`src/rtl/reset_sequencer_if.sv`:
```
// Reset-sequencer signal bundle: PLL lock, per-channel re-reset requests and sequenced outputs.
// event_count is carried only when RESET_SEQ_EVENT_COUNT_EN is defined.
interface reset_sequencer_if #(
  parameter int unsigned CHANNELS = 4
);
  logic                locked;
  logic [CHANNELS-1:0] request;
  logic [CHANNELS-1:0] reset_out;
  logic                ready;
  logic [4:0]          stage;
`ifdef RESET_SEQ_EVENT_COUNT_EN
  logic [7:0]          event_count;

  modport master (
    input  locked,
    input  request,
    output reset_out,
    output ready,
    output stage,
    output event_count
  );

  modport slave (
    output locked,
    output request,
    input  reset_out,
    input  ready,
    input  stage,
    input  event_count
  );
`else
  modport master (
    input  locked,
    input  request,
    output reset_out,
    output ready,
    output stage
  );

  modport slave (
    output locked,
    output request,
    input  reset_out,
    input  ready,
    input  stage
  );
`endif
endinterface

```
`src/rtl/reset_sequencer.sv`:
```
// Releases CHANNELS reset domains in index order after PLL lock, with per-stage delays and
// partial re-reset requests. Optional debug event counter under RESET_SEQ_EVENT_COUNT_EN.
module reset_sequencer #(
  parameter real         CLOCK_FREQUENCY  = 2.5e6,
  parameter int unsigned CHANNELS         = 4,
  parameter int unsigned INITIAL_DELAY_US = 1000,
  parameter int unsigned STEP_DELAY_US    = 100,
  parameter int unsigned LOCK_FILTER      = 16
) (
  input logic               clk,
  input logic               rst,
  reset_sequencer_if.master bus
);

  localparam int InitRaw = $rtoi(CLOCK_FREQUENCY * INITIAL_DELAY_US / 1.0e6);
  localparam int StepRaw = $rtoi(CLOCK_FREQUENCY * STEP_DELAY_US / 1.0e6);
  localparam int InitCyc = (InitRaw < 1) ? 1 : InitRaw;
  localparam int StepCyc = (StepRaw < 1) ? 1 : StepRaw;
  localparam int MaxCyc  = (InitCyc > StepCyc) ? InitCyc : StepCyc;
  localparam int CntW    = $clog2(MaxCyc + 1);
  localparam int FiltW   = $clog2(LOCK_FILTER + 1);

  localparam logic [CntW-1:0]  InitLast = CntW'(InitCyc - 1);
  localparam logic [CntW-1:0]  StepLast = CntW'(StepCyc - 1);
  localparam logic [FiltW-1:0] FiltLast = FiltW'(LOCK_FILTER - 1);
  localparam logic [4:0]       LastStg  = 5'(CHANNELS - 1);

  typedef enum logic [1:0] {StHold, StInit, StStep, StRun} state_e;

  state_e              state_q, state_d;
  logic [CntW-1:0]     cnt_q, cnt_d;
  logic [FiltW-1:0]    filt_q, filt_d;
  logic [CHANNELS-1:0] reset_out_q, reset_out_d;
  logic                ready_q, ready_d;
  logic [4:0]          stage_q, stage_d;

  logic                lock_meta_q, lock_sync_q;
  logic [CHANNELS-1:0] req_meta_q, req_sync_q, req_prev_q;

  logic                req_any;
  logic [4:0]          req_idx;
  logic [CHANNELS-1:0] req_low;
  logic                event_inc;

  // Two-flop synchronisers for the asynchronous lock and request inputs.
  always_ff @(posedge clk or posedge rst) begin
    if (rst) begin
      lock_meta_q <= 1'b0;
      lock_sync_q <= 1'b0;
      req_meta_q  <= '0;
      req_sync_q  <= '0;
      req_prev_q  <= '0;
    end else begin
      lock_meta_q <= bus.locked;
      lock_sync_q <= lock_meta_q;
      req_meta_q  <= bus.request;
      req_sync_q  <= req_meta_q;
      req_prev_q  <= req_sync_q;
    end
  end

  always_ff @(posedge clk or posedge rst) begin
    if (rst) begin
      state_q     <= StHold;
      cnt_q       <= '0;
      filt_q      <= '0;
      reset_out_q <= '1;
      ready_q     <= 1'b0;
      stage_q     <= '0;
    end else begin
      state_q     <= state_d;
      cnt_q       <= cnt_d;
      filt_q      <= filt_d;
      reset_out_q <= reset_out_d;
      ready_q     <= ready_d;
      stage_q     <= stage_d;
    end
  end

  always_comb begin
    state_d     = state_q;
    cnt_d       = cnt_q;
    filt_d      = filt_q;
    reset_out_d = reset_out_q;
    ready_d     = 1'b0;
    stage_d     = stage_q;
    event_inc   = 1'b0;

    req_any = |req_sync_q;
    req_idx = '0;
    for (int i = int'(CHANNELS) - 1; i >= 0; i--) begin
      if (req_sync_q[i]) req_idx = 5'(i);
    end
    req_low = req_sync_q & (~req_sync_q + 1'b1);

    if (state_q != StHold && !lock_sync_q) begin
      state_d     = StHold;
      cnt_d       = '0;
      filt_d      = '0;
      reset_out_d = '1;
      stage_d     = '0;
      event_inc   = 1'b1;
    end else if (state_q != StHold && req_any && req_idx <= stage_q) begin
      // A request held at the current stage keeps the counter parked at zero.
      for (int i = 0; i < int'(CHANNELS); i++) begin
        if (5'(i) >= req_idx) reset_out_d[i] = 1'b1;
      end
      stage_d   = req_idx;
      cnt_d     = '0;
      state_d   = (req_idx == 5'd0) ? StInit : StStep;
      event_inc = |(req_low & ~req_prev_q);
    end else begin
      unique case (state_q)
        StHold: begin
          if (lock_sync_q) begin
            if (filt_q == FiltLast) begin
              state_d = StInit;
              cnt_d   = '0;
              filt_d  = '0;
            end else begin
              filt_d = filt_q + 1'b1;
            end
          end else begin
            filt_d = '0;
          end
        end
        StInit: begin
          if (cnt_q == InitLast) begin
            reset_out_d[0] = 1'b0;
            stage_d        = 5'd1;
            cnt_d          = '0;
            state_d        = (CHANNELS == 1) ? StRun : StStep;
          end else begin
            cnt_d = cnt_q + 1'b1;
          end
        end
        StStep: begin
          if (cnt_q == StepLast) begin
            for (int i = 0; i < int'(CHANNELS); i++) begin
              if (5'(i) == stage_q) reset_out_d[i] = 1'b0;
            end
            stage_d = stage_q + 5'd1;
            cnt_d   = '0;
            if (stage_q == LastStg) state_d = StRun;
          end else begin
            cnt_d = cnt_q + 1'b1;
          end
        end
        StRun: begin
          ready_d = 1'b1;
        end
        default: begin
          state_d = StHold;
        end
      endcase
    end
  end

  assign bus.reset_out = reset_out_q;
  assign bus.ready     = ready_q;
  assign bus.stage     = stage_q;

`ifdef RESET_SEQ_EVENT_COUNT_EN
  logic [7:0] event_q;

  always_ff @(posedge clk or posedge rst) begin
    if (rst) begin
      event_q <= '0;
    end else if (event_inc && event_q != 8'hFF) begin
      event_q <= event_q + 8'd1;
    end
  end

  assign bus.event_count = event_q;
`else
  logic unused_event;
  assign unused_event = event_inc;
`endif

endmodule

```
`src/flat_wrapper.sv`:
```
// flat-port wrapper written by rule: the top's interface ports become plain ports
module reset_sequencer_flat 
#(
  parameter real         CLOCK_FREQUENCY  = 2.5e6,
  parameter int unsigned CHANNELS         = 4,
  parameter int unsigned INITIAL_DELAY_US = 1000,
  parameter int unsigned STEP_DELAY_US    = 100,
  parameter int unsigned LOCK_FILTER      = 16
)
  (clk, rst, bus_locked, bus_request, bus_reset_out, bus_ready, bus_stage);
  reset_sequencer_if #(.CHANNELS(CHANNELS)) bus_i ();
  input logic clk;
  input logic rst;
  input wire logic [$bits(bus_i.locked)-1:0] bus_locked;
  input wire logic [$bits(bus_i.request)-1:0] bus_request;
  output wire logic [$bits(bus_i.reset_out)-1:0] bus_reset_out;
  output wire logic [$bits(bus_i.ready)-1:0] bus_ready;
  output wire logic [$bits(bus_i.stage)-1:0] bus_stage;
  assign bus_i.locked = bus_locked;
  assign bus_i.request = bus_request;
  assign bus_reset_out = bus_i.reset_out;
  assign bus_ready = bus_i.ready;
  assign bus_stage = bus_i.stage;
  reset_sequencer #(.CLOCK_FREQUENCY(CLOCK_FREQUENCY), .CHANNELS(CHANNELS), .INITIAL_DELAY_US(INITIAL_DELAY_US), .STEP_DELAY_US(STEP_DELAY_US), .LOCK_FILTER(LOCK_FILTER)) u_core (.clk(clk), .rst(rst), .bus(bus_i));
endmodule
```
`config.mk`:
```
export PLATFORM = sky130hd
export DESIGN_NAME = reset_sequencer_flat
export DESIGN_NICKNAME = d
export VERILOG_FILES = /design/src/rtl/reset_sequencer_if.sv /design/src/rtl/reset_sequencer.sv /design/src/flat_wrapper.sv
export SDC_FILE = /design/constraint.sdc
export NUM_CORES = 1
export LEC_CHECK = 0
export CAP_MARGIN = 25
export CORE_MARGIN = 2
export CORE_UTILIZATION = 45
export CTS_CLUSTER_DIAMETER = 200
export DETAILED_ROUTE_END_ITERATION = 6
export GPL_ROUTABILITY_DRIVEN = 0
export PLACE_DENSITY = 0.78
export SYNTH_ARGS = -nofsm -noshare
export SYNTH_HDL_FRONTEND = slang
export SYNTH_SLANG_ARGS = --single-unit
```
`constraint.sdc`:
```
create_clock -name clk -period 1.96 [get_ports clk]
set_input_delay 0.196 -clock clk [delete_from_list [all_inputs] [get_ports clk]]
set_output_delay 0.196 -clock clk [all_outputs]
set_load 0.01 [all_outputs]
```
**Yosys cells after proc, flatten, opt, wreduce, memory -nomap -nowiden**

Cells that the tools add are included.
Widths: inputs -> output; s select.

- Mux-type cells: 47
- Reductions and logical operators: 25
- Add/subtract/negate cells: 3
- Equal/unequal tests: 21
- Order comparisons: 5

Operators with widths:

| kind | count |
|---|---|
| $mux 12 | 6 |
| $mux 5 | 9 |
| $pmux 12 s3 | 1 |
| $mux 2 | 12 |
| $ne 4x1->1 const B | 6 |
| $reduce_bool 3->1 | 5 |
| $add 12x1->12 const B | 1 |
| $eq 12x12->1 const B | 1 |
| $eq 12x8->1 const B | 1 |
| $mux 1 | 12 |
| $mux 4 | 3 |
| $ne 3x2->1 const B | 4 |
| $reduce_and 4->1 | 3 |
| $add 5x1->5 const B | 2 |
| $eq 2x5->1 const A | 2 |
| $logic_not 5->1 | 2 |
| $pmux 5 s2 | 1 |
| $pmux 2 s3 | 1 |
| $reduce_and 3->1 | 2 |
| $reduce_and 6->1 | 1 |
| $eq 1x5->1 const A | 1 |
| $eq 5x2->1 const B | 1 |
| $eq 5x4->1 const B | 1 |
| $le 2x5->1 | 1 |
| other kinds (16) | 22 |

- Output and inout bits: 10
- Input bits: 7
- Register bits: 39
- Word-level logic and storage cells: 114

**Longest topological paths before layout**

- Depth in word-level cells: 8
- Depth in mapped cells: 10
- Mapped depth without buffers: 9

**Worst setup path after synthesis**

OpenSTA, ideal clock, no wires.

- Path type: register -> register
- From: reg u_core.state_q[1]
- To: reg u_core.cnt_q[9]
- Required time: 1.839 ns
- Library setup time: 0.121 ns
- Cell stages (with the launch flop): 10
- Path buffers: 2
- Slack: -0.194 ns
- Clock period less this slack: 2.154 ns
- Arrival time: 2.033 ns
- Path through: dfrtp_1 > inv_1 > ha_1 > clkbuf_1 > nor3b_1 > a21oi_1 > and3b_1 > buf_2 > a21o_1 > a22o_1

- Cells in the longest elaborated chain, start to end: 5
- Elaborated cells on any way between the ends: 14
- Classes of those cells: eq/ne: 4; mux: 3; reduce/logical: 7

RTL lines:

| what | line | text |
|---|---|---|
| from (decl) | reset_sequencer.sv:30 | `state_e state_q, state_d;` |
| from (signal assigned) | reset_sequencer.sv:64 | `state_q <= StHold;` |
| from (signal assigned) | reset_sequencer.sv:71 | `state_q <= state_d;` |
| $reduce_bool 2->1 | reset_sequencer.sv:96, reset_sequencer.sv:103 |  |
| $logic_and 1x1->1 (2 in a row) | reset_sequencer.sv:103 | `end else if (state_q != StHold && req_any && req_idx <= stage_q) begin` |
| $ne 4x1->1 (no line), or another cell as far along | -- |  |
| $reduce_and 3->1 (no line) / $mux 12 (equally long branches) | -- |  |
| to (signal assigned) | reset_sequencer.sv:72 | `cnt_q <= cnt_d;` |
| to (decl) | reset_sequencer.sv:31 | `logic [CntW-1:0] cnt_q, cnt_d;` |

Parallel ways exist; a longest one is shown, timed or not.
A chain may end at the register's enable or synchronous reset.

**Worst setup path in the final report**

- From: reg u_core.req_sync_q[3]
- To: reg u_core.cnt_q[2]

- Cells in the longest elaborated chain, start to end: 8
- Elaborated cells on any way between the ends: 14
- Classes of those cells: order compare: 1; eq/ne: 2; mux: 6; reduce/logical: 5

RTL lines:

| what | line | text |
|---|---|---|
| from (decl) | reset_sequencer.sv:38 | `logic [CHANNELS-1:0] req_meta_q, req_sync_q, req_prev_q;` |
| from (signal assigned) | reset_sequencer.sv:57 | `req_sync_q <= req_meta_q;` |
| $mux 2 (4 in a row) | reset_sequencer.sv:92 | `if (req_sync_q[i]) req_idx = 5'(i);` |
| $le 2x5->1 | reset_sequencer.sv:103 |  |
| $logic_and 1x1->1 (*) | reset_sequencer.sv:103 |  |
| $ne 4x1->1 (no line), or another cell as far along | -- |  |
| $reduce_and 3->1 (no line) / $mux 12 (equally long branches) | -- |  |

Every way passes the cells marked *; elsewhere a longest branch is shown, timed or not.

==> metrics.txt <==
# TYPE chip_impl_metric gauge
chip_impl_metric{name="vias_in_the_first_global_route",unit=""} 2063
chip_impl_info{name="worst_setup_path_start_kind",value="register"} 1
chip_impl_info{name="violations_in_the_final_reports",value="negative setup slack"} 1
chip_impl_info{name="clock_tree_from_tritoncts",value="done"} 1
chip_impl_metric{name="post-route-worst-setup-slack",unit="ns"} -0.273
chip_impl_info{name="r2r-end",value="u_core.cnt_q[2]"} 1
chip_impl_info{name="min_path_type",value="in -> async"} 1
chip_impl_metric{name="final_slew_violations",unit=""} 0
chip_impl_metric{name="synth.yosys.warnings",unit=""} 0
chip_impl_metric{name="htree_num_levels",unit=""} 2
chip_impl_metric{name="min_period",unit="ns"} 2.23
chip_impl_metric{name="regToRegSetupSlack",unit="ns"} -0.27
chip_impl_metric{name="drt_wl_total",unit="mm"} 5.99
chip_impl_metric{name="cts_made_buffers",unit=""} 5
chip_impl_metric{name="antenna_violations_before_repair",unit=""} 0
chip_impl_metric{name="post_drt_via_cell_ratio",unit=""} 5.96
chip_impl_metric{name="synth-adder-area-share",unit=""} 0.0748
chip_impl_metric{name="post_synth_inst_count",unit=""} 217
chip_impl_info{name="setup_crit_end_kind",value="register"} 1
chip_impl_metric{name="detail-route-antenna-nets",unit=""} 0
chip_impl_metric{name="coreArea",unit="mm²"} 0.00469
chip_impl_metric{name="vias",unit=""} 2099
chip_impl_metric{name="maxSlewHeadroom",unit=""} 0.750
chip_impl_metric{name="final_cell_count_no_fill",unit=""} 352
chip_impl_metric{name="clock_latency",unit="ns"} 0.30
chip_impl_metric{name="die-area",unit="mm²"} 0.00540
chip_impl_metric{name="max_freq",unit="GHz"} 0.448
chip_impl_metric{name="finalCritPeriodShare",unit=""} 1.14
chip_impl_metric{name="synth.lib_cells_used.distinct",unit=""} 57
chip_impl_info{name="yosys_most_used_dff",value="dfrtp_1"} 1
chip_impl_metric{name="maxCapViolations",unit=""} 0
chip_impl_info{name="synth_top_family_by_area",value="simple AND/OR/NAND/NOR gates"} 1
chip_impl_metric{name="synth.net_count",unit=""} 237
chip_impl_metric{name="asyncSetResetFlopFracSynth",unit=""} 1.00
chip_impl_metric{name="synth_simple_gate_area_frac",unit=""} 0.231
chip_impl_metric{name="worstPathArrival",unit="ns"} 2.42
chip_impl_metric{name="syn_area_per_cell",unit="µm²"} 10.0
chip_impl_metric{name="detailed_place_hpwl",unit="mm"} 3.82
chip_impl_info{name="count_leader_synth",value="dfrtp_1"} 1
chip_impl_metric{name="synth.mux.area_fraction",unit=""} 0.00921
chip_impl_metric{name="synth.yosys.seq_area_share",unit=""} 0.451
chip_impl_metric{name="edff_count_synth",unit=""} 0
chip_impl_metric{name="dieWidth",unit="µm"} 73.5
chip_impl_metric{name="yosys.area_share.xor_xnor",unit=""} 0.00403
chip_impl_metric{name="clock-sinks",unit=""} 39
chip_impl_info{name="yosys-top-cells-area",value="dfrtp_1, ha_1, dfstp_2, nand2_1, a21oi_1"} 1
chip_impl_metric{name="setup_viol",unit=""} 22
chip_impl_info{name="status",value="finished, violations left"} 1
chip_impl_metric{name="drcViolationCount",unit=""} 0
chip_impl_metric{name="floorplan.rows",unit=""} 25
chip_impl_info{name="crit_slowest_cell",value="dfrtp_1"} 1
chip_impl_metric{name="leakagePower",unit="nW"} 1.40
chip_impl_info{name="post-synth-top-area-cell",value="dfrtp_1"} 1
chip_impl_metric{name="worst_r2r_path_depth",unit=""} 8
chip_impl_metric{name="start_util",unit=""} 0.463
chip_impl_metric{name="multi_input_comb_area",unit="mm²"} 0.00129
chip_impl_info{name="rsz0062_at_grt",value="yes"} 1
chip_impl_metric{name="clock_path_buffers",unit=""} 2
chip_impl_metric{name="critical_path.max_fanout",unit=""} 7
chip_impl_metric{name="synth-seq-cells",unit=""} 39
chip_impl_metric{name="hold_slack",unit="ns"} 0.243
chip_impl_metric{name="fill_cells",unit=""} 331
chip_impl_info{name="criticalPathCategory",value="reg -> reg"} 1
chip_impl_metric{name="setup_ws_pre_cts",unit="ns"} -0.209
chip_impl_info{name="cts.root.buffer_cell",value="clkbuf_8"} 1
chip_impl_metric{name="grt_usage",unit=""} 0.216
chip_impl_metric{name="critPathMaxStageDelay",unit="ns"} 0.37
chip_impl_metric{name="place.detailed.instances",unit=""} 334
chip_impl_info{name="timing.critical_path.cells",value="nor2b_1, o21bai_1, ha_1, o32a_4, o211ai_4, and3b_2, nor2_4, a22o_2"} 1
chip_impl_metric{name="netlist_area",unit="mm²"} 0.00217
chip_impl_metric{name="register_area",unit="µm²"} 983
chip_impl_metric{name="grt_pass1_wl",unit="mm"} 9.04
chip_impl_metric{name="io-pin-count",unit=""} 17
chip_impl_metric{name="n_antenna_cell",unit=""} 0
chip_impl_metric{name="netlist.area_leader.share",unit=""} 0.403
chip_impl_metric{name="power.density",unit="mW/mm²"} 1270
chip_impl_metric{name="syn_to_final_growth",unit="%"} 44.4
chip_impl_metric{name="globalRoute.totalOverflow",unit=""} 0
chip_impl_metric{name="finalClockSkew",unit="ns"} 0.00849
chip_impl_metric{name="drt-wirelength-per-cell",unit="µm"} 17.0
chip_impl_info{name="rr_startpoint",value="u_core.req_sync_q[3]"} 1
chip_impl_metric{name="peakVddDrop",unit="V"} 0.000785
chip_impl_metric{name="drt_first_pass_iters",unit=""} 4
chip_impl_metric{name="fraction_of_final_layout_cells_sized_beyond_drive_strength_1",unit=""} 0.379
chip_impl_info{name="yosys-top-cells-count",value="dfrtp_1, nand2_1, nor2_1, ha_1, a21oi_1"} 1
chip_impl_metric{name="compound_gate_portion_of_the_synthesized_area",unit=""} 0.201
chip_impl_metric{name="die_height",unit="µm"} 73.5
chip_impl_metric{name="grt_max_degree",unit=""} 21
chip_impl_metric{name="post_layout_nets",unit=""} 317
chip_impl_metric{name="worst_pin_slew",unit="ns"} 0.374
chip_impl_metric{name="detailedRoute.firstIterationViolations",unit=""} 258
chip_impl_metric{name="cts.reportedPaths.clkPinSlew",unit="ns"} 0.08
chip_impl_metric{name="p_total",unit="W"} 0.00399
chip_impl_metric{name="crit_required",unit="ns"} 2.15
chip_impl_metric{name="timing.final.hold_violations",unit=""} 0
chip_impl_metric{name="placement.io_buffers",unit=""} 16
-- final cells by class --
type / count / share of cell area
Clock inverter: 3 / 0.00757
Sequential cell: 39 / 0.313
Multi-Input combinational cell: 164 / 0.412
Tap cell: 54 / 0.0215
Timing Repair Buffer: 79 / 0.214
Inverter: 8 / 0.00956
Clock buffer: 5 / 0.0219
-- metrics by stage --
| stage | cell area, µm² | TNS [ns] | util |
|---|---|---|---|
| 2_1_floorplan | 2190 | -1.56 | - |
| 3_3_place_gp | 2780 | -1.94 | 0.592 |
| 3_5_place_dp | 2780 | -2.95 | 0.592 |
| 4_1_cts | 2930 | -2.42 | 0.625 |
| 5_1_grt | 3140 | -6.76 | 0.669 |
| 6_report | 3140 | -4.42 | 0.669 |
-- cell usage in the layout, fill, tap and decap left out, types with 6 or more instances in the layout --
master	instances
clkdlybuf4s50_1	16
buf_6	7
a22o_1	6
nand2_1	20
buf_4	55
a21oi_1	8
nor2_1	14
nor3_1	6
inv_1	8
nand3_1	11
dfrtp_1	33
ha_1	13
a21o_1	6
-- state kept, by name, summed over array words and instances, names as in the netlist --
signal	count
u_core.cnt_q	12
u_core.bus.stage	5
u_core.filt_q	5
u_core.bus.reset_out	4
u_core.req_meta_q	4
u_core.req_sync_q	4
u_core.state_q	2
u_core.bus.ready	1
u_core.lock_meta_q	1
u_core.lock_sync_q	1
-- critical path: cells and delay by family, from the launching register on --
kind,cells,cell delay (ns)
fa+ha+maj,1,0.29
compound gates,4,0.90
simple gates,3,0.56
flops,1,0.37
-- per-layer routing --
layer	track usage	vias up	share of wire
li1	-	966	-
met1	0.273	1042	0.39
met2	0.358	74	0.54
met3	0.0370	17	0.052
met4	0.103	0	0.022
met5	0	-	0
-- where the power goes --
group | switching (W) | leakage [nW] | total (W) | internal (W)
Sequential | 0.0000479 | 0.498 | 0.000945 | 0.000897
Combinational | 0.00126 | 0.865 | 0.00248 | 0.00122
Clock | 0.000311 | 0.0408 | 0.000565 | 0.000254
-- how the worst max path moves through the flow --
stage	from	endpoint	slack (ns)	depth (start not counted)
CTS	u_core.req_sync_q[3]	u_core.cnt_q[2]	-0.17	8
global route	u_core.req_sync_q[3]	u_core.cnt_q[8]	-0.37	9
floorplan	u_core.req_sync_q[3]	u_core.cnt_q[2]	-0.15	8
global placement	u_core.req_sync_q[3]	u_core.cnt_q[5]	-0.14	9
finish	u_core.req_sync_q[3]	u_core.cnt_q[2]	-0.27	8
detailed placement	u_core.req_sync_q[3]	u_core.cnt_q[6]	-0.21	9
-- cell families after synthesis --
group                    after synthesis
AO/OA/AOI/OAI                         57
buffers and inverters                 14
multiplexers                           2
AND/OR/NAND/NOR                       91
flip-flops                            39
XOR/XNOR                               1
adder cells (fa/ha/maj)               13
-- what timing repair did --
item,4_1_cts,5_1_grt
gates cloned,0,1
endpoints found under the setup margin,21,23
pin swaps,4,17
setup buffers,2,7
hold buffers,0,0
gates resized for setup,9,27
Power figures use the tool's default switching activity.
